[config.mk]
export PLATFORM = sky130hd
export DESIGN_NAME = pulse_seq_ctrl
export DESIGN_NICKNAME = d
export VERILOG_FILES = /design/src/rtl/pulse_seq_pkg.sv /design/src/rtl/note_fifo.sv /design/src/rtl/pulse_seq_ctrl.sv
export SDC_FILE = /design/constraint.sdc
export NUM_CORES = 1
export LEC_CHECK = 0
export BUFFER_PORTS_ARGS = -buffer_cell sky130_fd_sc_hd__buf_2
export CAP_MARGIN = 20
export CORE_MARGIN = 3
export CORE_UTILIZATION = 35
export DETAILED_ROUTE_END_ITERATION = 7
export PLACE_DENSITY_LB_ADDON = 0.08
export SLEW_MARGIN = 10
export SYNTH_ARGS = -nofsm -noshare
export SYNTH_HDL_FRONTEND = slang
export SYNTH_HIERARCHICAL = 1
export SYNTH_SLANG_ARGS = --single-unit
[constraint.sdc]
create_clock -name clk_50mhz -period 6 [get_ports clk_50mhz]
set_clock_uncertainty 0.1 [all_clocks]
set_input_delay 0.3 -clock clk_50mhz [delete_from_list [all_inputs] [get_ports clk_50mhz]]
set_output_delay 0.3 -clock clk_50mhz [all_outputs]
set_load 0.01 [all_outputs]
[src/rtl/pulse_seq_pkg.sv]
// Shared types and constants for the pulse channel note sequencer.
package pulse_seq_pkg;

   localparam int unsigned DUR_UNIT_DEFAULT = 64;

   // note_data layout: [27:17] timer, [16:14] duty, [13:8] volume, [7:0] duration
   localparam int unsigned NOTE_W    = 28;
   localparam int unsigned TIMER_LSB = 17;
   localparam int unsigned TIMER_W   = 11;
   localparam int unsigned DUTY_LSB  = 14;
   localparam int unsigned DUTY_W    = 3;
   localparam int unsigned VOL_LSB   = 8;
   localparam int unsigned VOL_W     = 6;
   localparam int unsigned DUR_LSB   = 0;
   localparam int unsigned DUR_W     = 8;

   localparam int unsigned CNT_W      = 14;
   localparam int unsigned CFG_ADDR_W = 3;

   localparam logic [CFG_ADDR_W-1:0] CFG_REG1 = 3'd0;
   localparam logic [CFG_ADDR_W-1:0] CFG_REG2 = 3'd1;
   localparam logic [CFG_ADDR_W-1:0] CFG_REG3 = 3'd2;
   localparam logic [CFG_ADDR_W-1:0] CFG_REG4 = 3'd3;
   localparam logic [CFG_ADDR_W-1:0] CFG_REG8 = 3'd4;
   localparam logic [CFG_ADDR_W-1:0] CFG_PAN  = 3'd5;
   localparam logic [CFG_ADDR_W-1:0] CFG_ENV  = 3'd6;
   localparam logic [CFG_ADDR_W-1:0] CFG_REG7 = 3'd7;

   typedef enum logic [2:0] {
      ST_IDLE   = 3'd0,
      ST_FETCH  = 3'd1,
      ST_LOAD   = 3'd2,
      ST_PLAY   = 3'd3,
      ST_STARVE = 3'd4
   } state_t;

   typedef struct packed {
      logic [TIMER_W-1:0] timer;
      logic [DUTY_W-1:0]  duty;
      logic [VOL_W-1:0]   volume;
      logic [DUR_W-1:0]   duration;
   } note_t;

   // Duration 0 means 256 units; 256*64 truncates to 0 in 14 bits, and the
   // wrapping down-count then expires after exactly 16384 ticks.
   function automatic logic [CNT_W-1:0] dur_count(input logic [DUR_W-1:0] dur,
                                                  input int unsigned unit);
      int unsigned eff;
      eff = (dur == '0) ? 32'd256 : 32'(dur);
      return CNT_W'(eff * unit);
   endfunction

endpackage

[src/rtl/note_fifo.sv]
// Synchronous FIFO with registered read data (non-fall-through) and flush.
module note_fifo #(
   parameter int unsigned WIDTH = 28,
   parameter int unsigned DEPTH = 8
) (
   input  logic             clk_50mhz,
   input  logic             reset_n,
   input  logic             push,
   input  logic             pop,
   input  logic             flush,
   input  logic [WIDTH-1:0] wr_data,
   output logic [WIDTH-1:0] rd_data,
   output logic             full,
   output logic             empty
);

   localparam int unsigned AW = $clog2(DEPTH);
   localparam int unsigned CW = AW + 1;

   logic [WIDTH-1:0] mem [DEPTH];
   logic [AW-1:0]    wr_ptr;
   logic [AW-1:0]    rd_ptr;
   logic [CW-1:0]    count;
   logic             wr_en;
   logic             rd_en;

   assign full  = (count == CW'(DEPTH));
   assign empty = (count == '0);
   assign wr_en = push && !full && !flush;
   assign rd_en = pop && !empty;

   // Storage array, written on accepted pushes.
   always_ff @(posedge clk_50mhz) begin
      if (wr_en) mem[wr_ptr] <= wr_data;
   end

   // Pointers, occupancy and registered read port.
   always_ff @(posedge clk_50mhz or negedge reset_n) begin
      if (!reset_n) begin
         wr_ptr  <= '0;
         rd_ptr  <= '0;
         count   <= '0;
         rd_data <= '0;
      end else begin
         if (rd_en) rd_data <= mem[rd_ptr];
         if (flush) begin
            wr_ptr <= '0;
            rd_ptr <= '0;
            count  <= '0;
         end else begin
            if (wr_en) wr_ptr <= wr_ptr + AW'(1);
            if (rd_en) rd_ptr <= rd_ptr + AW'(1);
            if (wr_en && !rd_en)      count <= count + CW'(1);
            else if (!wr_en && rd_en) count <= count - CW'(1);
         end
      end
   end

endmodule

[src/rtl/pulse_seq_ctrl.sv]
// Note sequencer feeding a pulse channel register image from a note FIFO.
module pulse_seq_ctrl
   import pulse_seq_pkg::*;
#(
   parameter int unsigned FIFO_DEPTH = 8,
   parameter int unsigned DUR_UNIT   = DUR_UNIT_DEFAULT
) (
   input  logic                  clk_50mhz,
   input  logic                  reset_n,
   input  logic                  tick_8khz,
   input  logic                  note_valid,
   output logic                  note_ready,
   input  logic [NOTE_W-1:0]     note_data,
   input  logic                  cfg_we,
   input  logic [CFG_ADDR_W-1:0] cfg_addr,
   input  logic [7:0]            cfg_wdata,
   input  logic                  start,
   input  logic                  stop,
   input  logic                  flush,
   output logic                  busy,
   output logic                  note_done,
   output logic [7:0]            reg_0,
   output logic [7:0]            reg_1,
   output logic [7:0]            reg_2,
   output logic [7:0]            reg_3,
   output logic [7:0]            reg_4,
   output logic [7:0]            reg_5,
   output logic [7:0]            reg_6,
   output logic [7:0]            reg_7,
   output logic [7:0]            reg_8
);

   state_t             state_q, state_d;
   logic               pop, load, halt, silence, expire;
   logic               fifo_full, fifo_empty;
   logic [NOTE_W-1:0]  fifo_rd;
   logic [CNT_W-1:0]   cnt_q;
   logic [7:0]         stg_1, stg_2, stg_3, stg_4, stg_8;
   logic [4:0]         stg_pan, stg_r7;
   logic               stg_env;
   logic [TIMER_W-1:0] nt_timer;
   logic [DUTY_W-1:0]  nt_duty;
   logic [VOL_W-1:0]   nt_vol;
   logic [DUR_W-1:0]   nt_dur;

   note_fifo #(.WIDTH(NOTE_W), .DEPTH(FIFO_DEPTH)) u_note_fifo (
      .clk_50mhz (clk_50mhz),
      .reset_n   (reset_n),
      .push      (note_valid),
      .pop       (pop),
      .flush     (flush),
      .wr_data   (note_data),
      .rd_data   (fifo_rd),
      .full      (fifo_full),
      .empty     (fifo_empty)
   );

   assign note_ready = ~fifo_full;
   assign note_done  = expire;

   assign nt_timer = fifo_rd[TIMER_LSB +: TIMER_W];
   assign nt_duty  = fifo_rd[DUTY_LSB +: DUTY_W];
   assign nt_vol   = fifo_rd[VOL_LSB +: VOL_W];
   assign nt_dur   = fifo_rd[DUR_LSB +: DUR_W];

   // State register; busy follows the next state so it is a flop output.
   always_ff @(posedge clk_50mhz or negedge reset_n) begin
      if (!reset_n) begin
         state_q <= ST_IDLE;
         busy    <= 1'b0;
      end else begin
         state_q <= state_d;
         busy    <= (state_d != ST_IDLE);
      end
   end

   // Next-state and per-cycle control strobes; stop outranks everything.
   always_comb begin
      state_d = state_q;
      pop     = 1'b0;
      load    = 1'b0;
      halt    = 1'b0;
      silence = 1'b0;
      expire  = 1'b0;
      if (stop && (state_q != ST_IDLE)) begin
         halt    = 1'b1;
         state_d = ST_IDLE;
      end else begin
         case (state_q)
            ST_IDLE:   if (start) state_d = ST_FETCH;
            ST_FETCH: begin
               if (!fifo_empty) begin
                  pop     = 1'b1;
                  state_d = ST_LOAD;
               end else begin
                  silence = 1'b1;
                  state_d = ST_STARVE;
               end
            end
            ST_STARVE: if (!fifo_empty) state_d = ST_FETCH;
            ST_LOAD: begin
               load    = 1'b1;
               state_d = ST_PLAY;
            end
            ST_PLAY: begin
               if (tick_8khz && (cnt_q == CNT_W'(1))) begin
                  expire  = 1'b1;
                  state_d = ST_FETCH;
               end
            end
            default:   state_d = ST_IDLE;
         endcase
      end
   end

   // Duration down-counter, loaded per note and stepped by the 8 kHz strobe.
   always_ff @(posedge clk_50mhz or negedge reset_n) begin
      if (!reset_n) begin
         cnt_q <= '0;
      end else if (load) begin
         cnt_q <= dur_count(nt_dur, DUR_UNIT);
      end else if ((state_q == ST_PLAY) && tick_8khz && !halt) begin
         cnt_q <= cnt_q - CNT_W'(1);
      end
   end

   // Staging registers written by the config port in any state.
   always_ff @(posedge clk_50mhz or negedge reset_n) begin
      if (!reset_n) begin
         stg_1   <= '0;
         stg_2   <= '0;
         stg_3   <= '0;
         stg_4   <= '0;
         stg_8   <= '0;
         stg_pan <= '0;
         stg_env <= 1'b0;
         stg_r7  <= '0;
      end else if (cfg_we) begin
         case (cfg_addr)
            CFG_REG1: stg_1   <= cfg_wdata;
            CFG_REG2: stg_2   <= cfg_wdata;
            CFG_REG3: stg_3   <= cfg_wdata;
            CFG_REG4: stg_4   <= cfg_wdata;
            CFG_REG8: stg_8   <= cfg_wdata;
            CFG_PAN:  stg_pan <= cfg_wdata[4:0];
            CFG_ENV:  stg_env <= cfg_wdata[7];
            CFG_REG7: stg_r7  <= cfg_wdata[7:3];
            default:  ;
         endcase
      end
   end

   // Register image: staging copy, note load, and volume silencing.
   always_ff @(posedge clk_50mhz or negedge reset_n) begin
      if (!reset_n) begin
         reg_0 <= '0;
         reg_1 <= '0;
         reg_2 <= '0;
         reg_3 <= '0;
         reg_4 <= '0;
         reg_5 <= '0;
         reg_6 <= '0;
         reg_7 <= '0;
         reg_8 <= '0;
      end else begin
         if ((state_q == ST_IDLE) || load) begin
            reg_0[7]   <= stg_env;
            reg_1      <= stg_1;
            reg_2      <= stg_2;
            reg_3      <= stg_3;
            reg_4      <= stg_4;
            reg_5[4:0] <= stg_pan;
            reg_7[7:3] <= stg_r7;
            reg_8      <= stg_8;
         end
         if (load) begin
            reg_0[5:0] <= nt_vol;
            // Retrigger bit flips for every sounding note, never for a rest.
            if (nt_vol != '0) reg_0[6] <= ~reg_0[6];
            reg_5[7:5] <= nt_duty;
            reg_6      <= nt_timer[7:0];
            reg_7[2:0] <= nt_timer[10:8];
         end
         if (halt || silence) reg_0[5:0] <= '0;
      end
   end

endmodule

# Word level (Yosys, flattened, before mapping)
# Memory sizes are Yosys's and may differ from the RTL's. A register that Yosys moved wholly into a read port is not among the register bits.
# Cells that the tools add are included.
[classes]
add_sub_neg = 5
n_eq_ne = 13
muxes = 32
n_bitwise = 2
reduce_logical = 39
[op_table]
columns = ["op", "count"]
rows = [
  ["14-bit 2-to-1 mux", 2],
  ["3-bit 2-to-1 mux", 9],
  ["2-bit AND reduction", 9],
  ["3-bit == test (second input constant)", 5],
  ["3-bit case mux with 5 select lines", 1],
  ["14-bit by 1-bit == test with 1-bit output (second input constant)", 1],
  ["1-bit 2-to-1 mux", 14],
  ["14-bit by 1-bit subtractor with 14-bit output (second input constant)", 1],
  ["3-bit by 2-bit == test with 1-bit output (second input constant)", 4],
  ["4-bit 2-to-1 mux", 3],
  ["6-bit 2-to-1 mux", 2],
  ["1-bit logical AND", 9],
  ["3-bit nonzero test", 3],
  ["8-bit zero test", 1],
  ["8-bit 2-to-1 mux", 1],
  ["2-bit nonzero test", 4],
  ["1-bit zero test", 7],
  ["3-bit by 1-bit adder with 3-bit output (second input constant)", 2],
  ["3-bit by 1-bit == test with 1-bit output (second input constant)", 2],
  ["3-bit zero test", 2],
  ["6-bit nonzero test", 1],
  ["4-bit by 1-bit adder with 4-bit output (second input constant)", 1],
  ["4-bit == test (second input constant)", 1],
  ["4-bit zero test", 1],
  ["other kinds (3)", 5],
]
[word_totals]
reg_bits = 151
ramBits = 224
input_bits = 47
output_inout_bits = 75
wordCells = 119
memories = 1
[memory_table]
columns = ["memory", "words", "width", "rd", "rd_ports_with_merged_regs", "wr", "line_no", "rtl"]
rows = [
  ["u_note_fifo.mem", 8, 28, 1, 1, 1, "note_fifo.sv:20", "logic [WIDTH-1:0] mem [DEPTH];"],
]

# Longest topological paths before layout
[logic_depth]
depth_word = 9
ltp_mapped = 15
ltp_nobuf = 12

# Cells and area by module
# Netlist, hierarchy kept.
[modules_own_cells]
columns = ["mod", "n_inst", "cells_per_inst", "area_per_inst_um2", "seq_area_each_um2"]
rows = [
  ["note_fifo", 1, 591, 10229.8, 7677.4],
  ["pulse_seq_ctrl", 1, 442, 5770.5, 3528.4],
]

# Worst setup path before layout
# Ideal clock, no wire load.
[synth_timing]
kind = "flip-flop to flip-flop"
start = "register u_note_fifo.count[3]"
end = "memory u_note_fifo.mem[0][0] (enable)"
setup_ps = 484
arrival_ps = 3602
required_ps = 5416
slack_ps = 1815
path_stages_with_launch = 5
path_buffers = 1
synth_period_minus_slack_ps = 4185
path_cell_list = "dfrtp_1 or4b_1 buf_6 nand3b_2 nor4_1"
[synth_via]
elab_chain_cells = 6
[synth_rtl]
columns = ["item", "line_no", "rtl"]
rows = [
  ["start: declaration", "note_fifo.sv:23", "logic [CW-1:0] count;"],
  ["start signal: assignment", "note_fifo.sv:53", "if (wr_en && !rd_en) count <= count + CW'(1);"],
  ["start signal: assignment", "note_fifo.sv:54", "else if (!wr_en && rd_en) count <= count - CW'(1);"],
  ["4-bit == test", "note_fifo.sv:27", "assign full = (count == CW'(DEPTH));"],
  ["1-bit zero test", "note_fifo.sv:29", "assign wr_en = push && !full && !flush;"],
  ["1-bit logical AND (2 in a row)", "note_fifo.sv:29", ""],
  ["1-bit 2-to-1 mux", "note_fifo.sv:34", "if (wr_en) mem[wr_ptr] <= wr_data;"],
  ["1-bit 2-to-1 mux (not written as such)", "note_fifo.sv:34", ""],
  ["end: declaration", "note_fifo.sv:20", ""],
]
# No other way between the ends.

# Final worst setup path
[layout_timing]
start = "register u_note_fifo.count[1]"
end = "register u_note_fifo.count[3]"
[layout_via]
elab_chain_cells = 9
word_cells_on_any_way = 20
cone_classes = "add/sub (2); eq/ne (1); mux (6); reduce/logical (11)"
[layout_rtl]
columns = ["item", "line_no", "rtl"]
rows = [
  ["4-bit zero test (*)", "note_fifo.sv:28", "assign empty = (count == '0);"],
  ["named net fifo_empty", "pulse_seq_ctrl.sv:35", "logic fifo_full, fifo_empty;"],
  ["1-bit 2-to-1 mux (*)", "pulse_seq_ctrl.sv:92", "if (!fifo_empty) begin"],
  ["1-bit 2-to-1 mux (*)", "pulse_seq_ctrl.sv:89", "case (state_q)"],
  ["1-bit 2-to-1 mux (*)", "pulse_seq_ctrl.sv:85", "if (stop && (state_q != ST_IDLE)) begin"],
  ["named net pop", "pulse_seq_ctrl.sv:34", "logic pop, load, halt, silence, expire;"],
  ["1-bit logical AND (*)", "note_fifo.sv:30", "assign rd_en = pop && !empty;"],
  ["1-bit zero test", "note_fifo.sv:53", ""],
  ["1-bit logical AND", "note_fifo.sv:53", ""],
  ["4-bit 2-to-1 mux", "note_fifo.sv:53", ""],
  ["4-bit 2-to-1 mux", "note_fifo.sv:46", "if (flush) begin"],
]
# The timed path passes the listed nets; every way through them passes the cells marked *. The select of a mux whose other input is x is not followed.
# A chain may end at the register's enable or synchronous reset.

==> flow_metrics.py <==
metrics = {
    "status": {
        "status": "finished clean",
    },
    "floorplanning": {
        "die_area_um2": 48300,
        "die_y_um": 220,
        "start_util": 0.358,
        "ios": 122,
        "die_w_um": 220,
        "rows": 77,
        "coreArea_um2": 44700,
    },
    "synth": {
        "syn_area_per_cell_um2": 15.5,
        "yosysSeqAreaShare": 0.700,
        "synthAdderAreaFrac": 0.00594,
        "syn_area_um2": 16000,
        "synthSimpleGateAreaFrac": 0.0589,
        "synth_edf_count": 224,
        "synthTopCellsByCount": "edfxtp_1 (224), dfrtp_1 (179), mux2_2 (158)",
        "synth_top_cell_by_area": "edfxtp_1",
        "syn_inst": 1033,
        "synth_cell_types": 58,
        "synth_xor_area_frac": 0.00547,
        "synth.most_common_cell": "edfxtp_1",
        "synth_top_family_by_area": "multiplexers",
        "synth_seq_cells": 403,
        "synth_top_area_frac": 0.420,
        "ys_top_cells_by_area": "edfxtp_1 (42%), dfrtp_1 (28%), mux2_2 (11%)",
        "synth.net_count": 1087,
        "async_reset_ff_frac": 0.444,
        "synth-compound-area-share": 0.0616,
        "synthMuxAreaShare": 0.148,
        "yosysWarnings": 6,
        "ys.flop_type": "edfxtp_1",
    },
    "pwr": {
        "p_sw_frac": 0.286,
        "p_clk_frac": 0.332,
        "p_leak_nw": 7.35,
        "powerDensity_nw_per_um2": 436,
        "power.switching_w": 0.00240,
        "p_comb_frac": 0.213,
        "ir_drop_uv": 239,
        "sequentialPowerShare": 0.456,
        "p_int_w": 0.00598,
    },
    "drt": {
        "final_antenna_net_count": 0,
        "dr_total_vias": 8974,
        "drt_first_iter_violations": 610,
        "drc": 0,
        "wl_um": 37300,
        "wire_per_inst_um": 20.4,
        "dr.pass1.iters": 4,
        "via_per_inst": 4.91,
    },
    "grt": {
        "grt_pass1_vias": 9197,
        "antenna_found_initial": 2,
        "grt-ovfl-total": 0,
        "grt_usage": 0.155,
        "grt_pass1_wl_um": 56800,
        "grt_max_degree": 155,
    },
    "critical_path": {
        "critPathMaxFanout": 62,
        "path_class": "flop to flop",
        "crit_chain": "nor4_1 -> nor2_1 -> nand3_1 -> inv_1 -> o41ai_4 -> buf_4 -> nand2_1 -> ha_1 -> a21o_1 -> a21oi_1 -> a2111o_1 -> nand4_1",
        "cp_slowest_stage_delay_ps": 560,
        "cpMaxStageDelayCell": "buf_4",
        "required_ps": 6330,
        "critical_path.endpoint_type": "flop",
        "start_kind": "flop",
        "crit_arrival_ps": 3800,
    },
    "final_layout": {
        "fill_cells": 4100,
        "drive_gt1_frac": 0.321,
        "fin_nets": 1255,
        "fin_cells": 1829,
        "syn2layout_area_growth_pct": 20.2,
        "post-route-util": 0.430,
    },
    "placement": {
        "place_ws_ps": 2520,
        "port_buffers": 121,
        "dp.cells": 1707,
        "dp_hpwl_um": 21200,
        "gp_congestion": 0.721,
    },
    "timing": {
        "rsz0062_at_grt": "false",
        "tns_ps": 0,
        "finalCriticalPeriod_ps": 3470,
        "finalSetupViolCount": 0,
        "tightest_slew_ps": 1060,
        "fin_crit_sh": 0.579,
        "slew_headroom": 0.290,
        "hold_viol": 0,
        "worst_slack_ps": 2530,
        "maxSlewViolCount": 0,
        "max_freq_mhz": 288,
    },
    "hold_path": {
        "hold_path_class": "input pin to flop",
    },
    "clock_network": {
        "cts_root_buf": "clkbuf_16",
        "clk_path_buf_depth": 3,
        "cts.clk_slew.worst_paths_ps": 60,
        "cts.sinks": 403,
        "h-tree-depth": 2,
        "postCtsSetupBuffers": 0,
        "clk_latency_ps": 570,
        "cts_buffers": 45,
        "cts_tree": "done",
    },
    "flow_run": {
        "maxCapViolations": 0,
    },
}
==> metal layers <==
metal  GRT usage  vias up  share of wire
li1            -     4225              -
met1       0.214     4520           0.47
met2       0.250      175           0.46
met3      0.0349       52          0.053
met4      0.0393        2          0.019
met5           0        -        0.00035
==> worst max-delay path, delay by kind of cell (launching register included) <==
| family | cells | cell delay [ps] |
|---|---|---|
| AOI/OAI and AO/OA | 4 | 680 |
| adders and majority gates | 1 | 320 |
| buffers and inverters | 2 | 690 |
| DFF | 1 | 480 |
| and+or+nand+nor | 5 | 1060 |
==> cell usage in the layout (no fill, tap or decap), drive strengths merged, types with 3 or more instances in the layout <==
master and n:
buf 135, dlygate4sd3 39, o21ai 40, clkinv 10
nand3 6, o22ai 14, nor3b 4, ha 6
mux2 158, or4b 3, nand2b 7, edfxtp 224
nor2 18, nand4b 5, inv 12, xnor2 4
xor2 6, nor4b 3, nor3 11, nand2 108
a22oi 20, o221ai 20, a221o 8, nand4 6
nor4 4, mux2i 59, a21oi 24, dfrtp 179
nand3b 3, a2bb2oi 5, clkbuf 71
==> per-stage QoR <==
stage               power, W  area (µm²)  hold slack [ps]
floorplan            0.00499       16000            -95.6
global placement     0.00563       17300              111
detailed placement   0.00567       17300              114
CTS                  0.00852       19200             1.98
global route         0.00885       19200             25.2
finish               0.00837       19200             36.9
==> timing repair <==
| item | 4_1_cts | 5_1_grt |
|---|---|---|
| hold endpoints to repair | 276 | 0 |
| hold buffers | 39 | 0 |
| gates resized for setup | 0 | 0 |
==> power groups by stage <==
stage          Combinational [W]  Clock [W]  Sequential [W]
6_report                 0.00178    0.00278         0.00381
5_1_grt                  0.00198    0.00298         0.00389
4_1_cts                  0.00182    0.00288         0.00382
3_5_place_dp             0.00179          0         0.00388
3_3_place_gp             0.00177          0         0.00386
2_1_floorplan            0.00119          0         0.00380
==> area by class of cell <==
class                      instances  area [µm²]  area share
antenna                            1        2.50    0.000130
clock buffer                      70        1400      0.0729
clock inverter                    12         124     0.00644
inverter                          12        45.0     0.00234
multi-input combinational        564        4560       0.237
sequential                       403       11200       0.583
tap                              592         741      0.0385
timing repair buffer             175        1140      0.0594
==> cell families (layout without fill, tap and decap cells) <==
group,Yosys count,in the layout
other,0,1
multiplexers,217,217
adder cells (fa/ha/maj),7,7
flip-flops,403,403
buffers and inverters,66,269
AND/OR/NAND/NOR,188,188
XOR/XNOR,10,10
AO/OA/AOI/OAI,142,142
==> sequential cells by signal, indices dropped and copies added (netlist names), 3 cells and up <==
signal / flops
reg_4: 8
reg_6: 8
u_note_fifo/mem: 224
reg_8: 8
state_q: 3
reg_0: 8
reg_1: 8
u_note_fifo/wr_ptr: 3
u_note_fifo/rd_data: 28
reg_5: 8
reg_7: 8
u_note_fifo/count: 4
stg_8: 8
reg_2: 8
stg_pan: 5
stg_1: 8
u_note_fifo/rd_ptr: 3
stg_4: 8
stg_2: 8
stg_3: 8
cnt_q: 14
reg_3: 8
stg_r7: 5
==> worst paths after layout <==
check / depth (start not counted) / startpoint / slack, ps / to
max: 12 / u_note_fifo/count[1]$_DFFE_PN0P_ / 2530 / u_note_fifo/count[3]$_DFFE_PN0P_
min: 2 / cfg_wdata[6] / 40 / stg_3[6]$_DFFE_PN0P_
max reg2reg: 12 / u_note_fifo/count[1]$_DFFE_PN0P_ / 2530 / u_note_fifo/count[3]$_DFFE_PN0P_
min reg2reg: 2 / u_note_fifo/rd_data[19]$_DFFE_PN0P_ / 370 / reg_6[2]$_DFFE_PN0P_
max in group asynchronous: 3 / reset_n / 4550 / u_note_fifo/rd_data[23]$_DFFE_PN0P_
min in group asynchronous: 2 / reset_n / 90 / cnt_q[5]$_DFFE_PN0P_
Note: power is estimated with default switching activity, not from simulation.
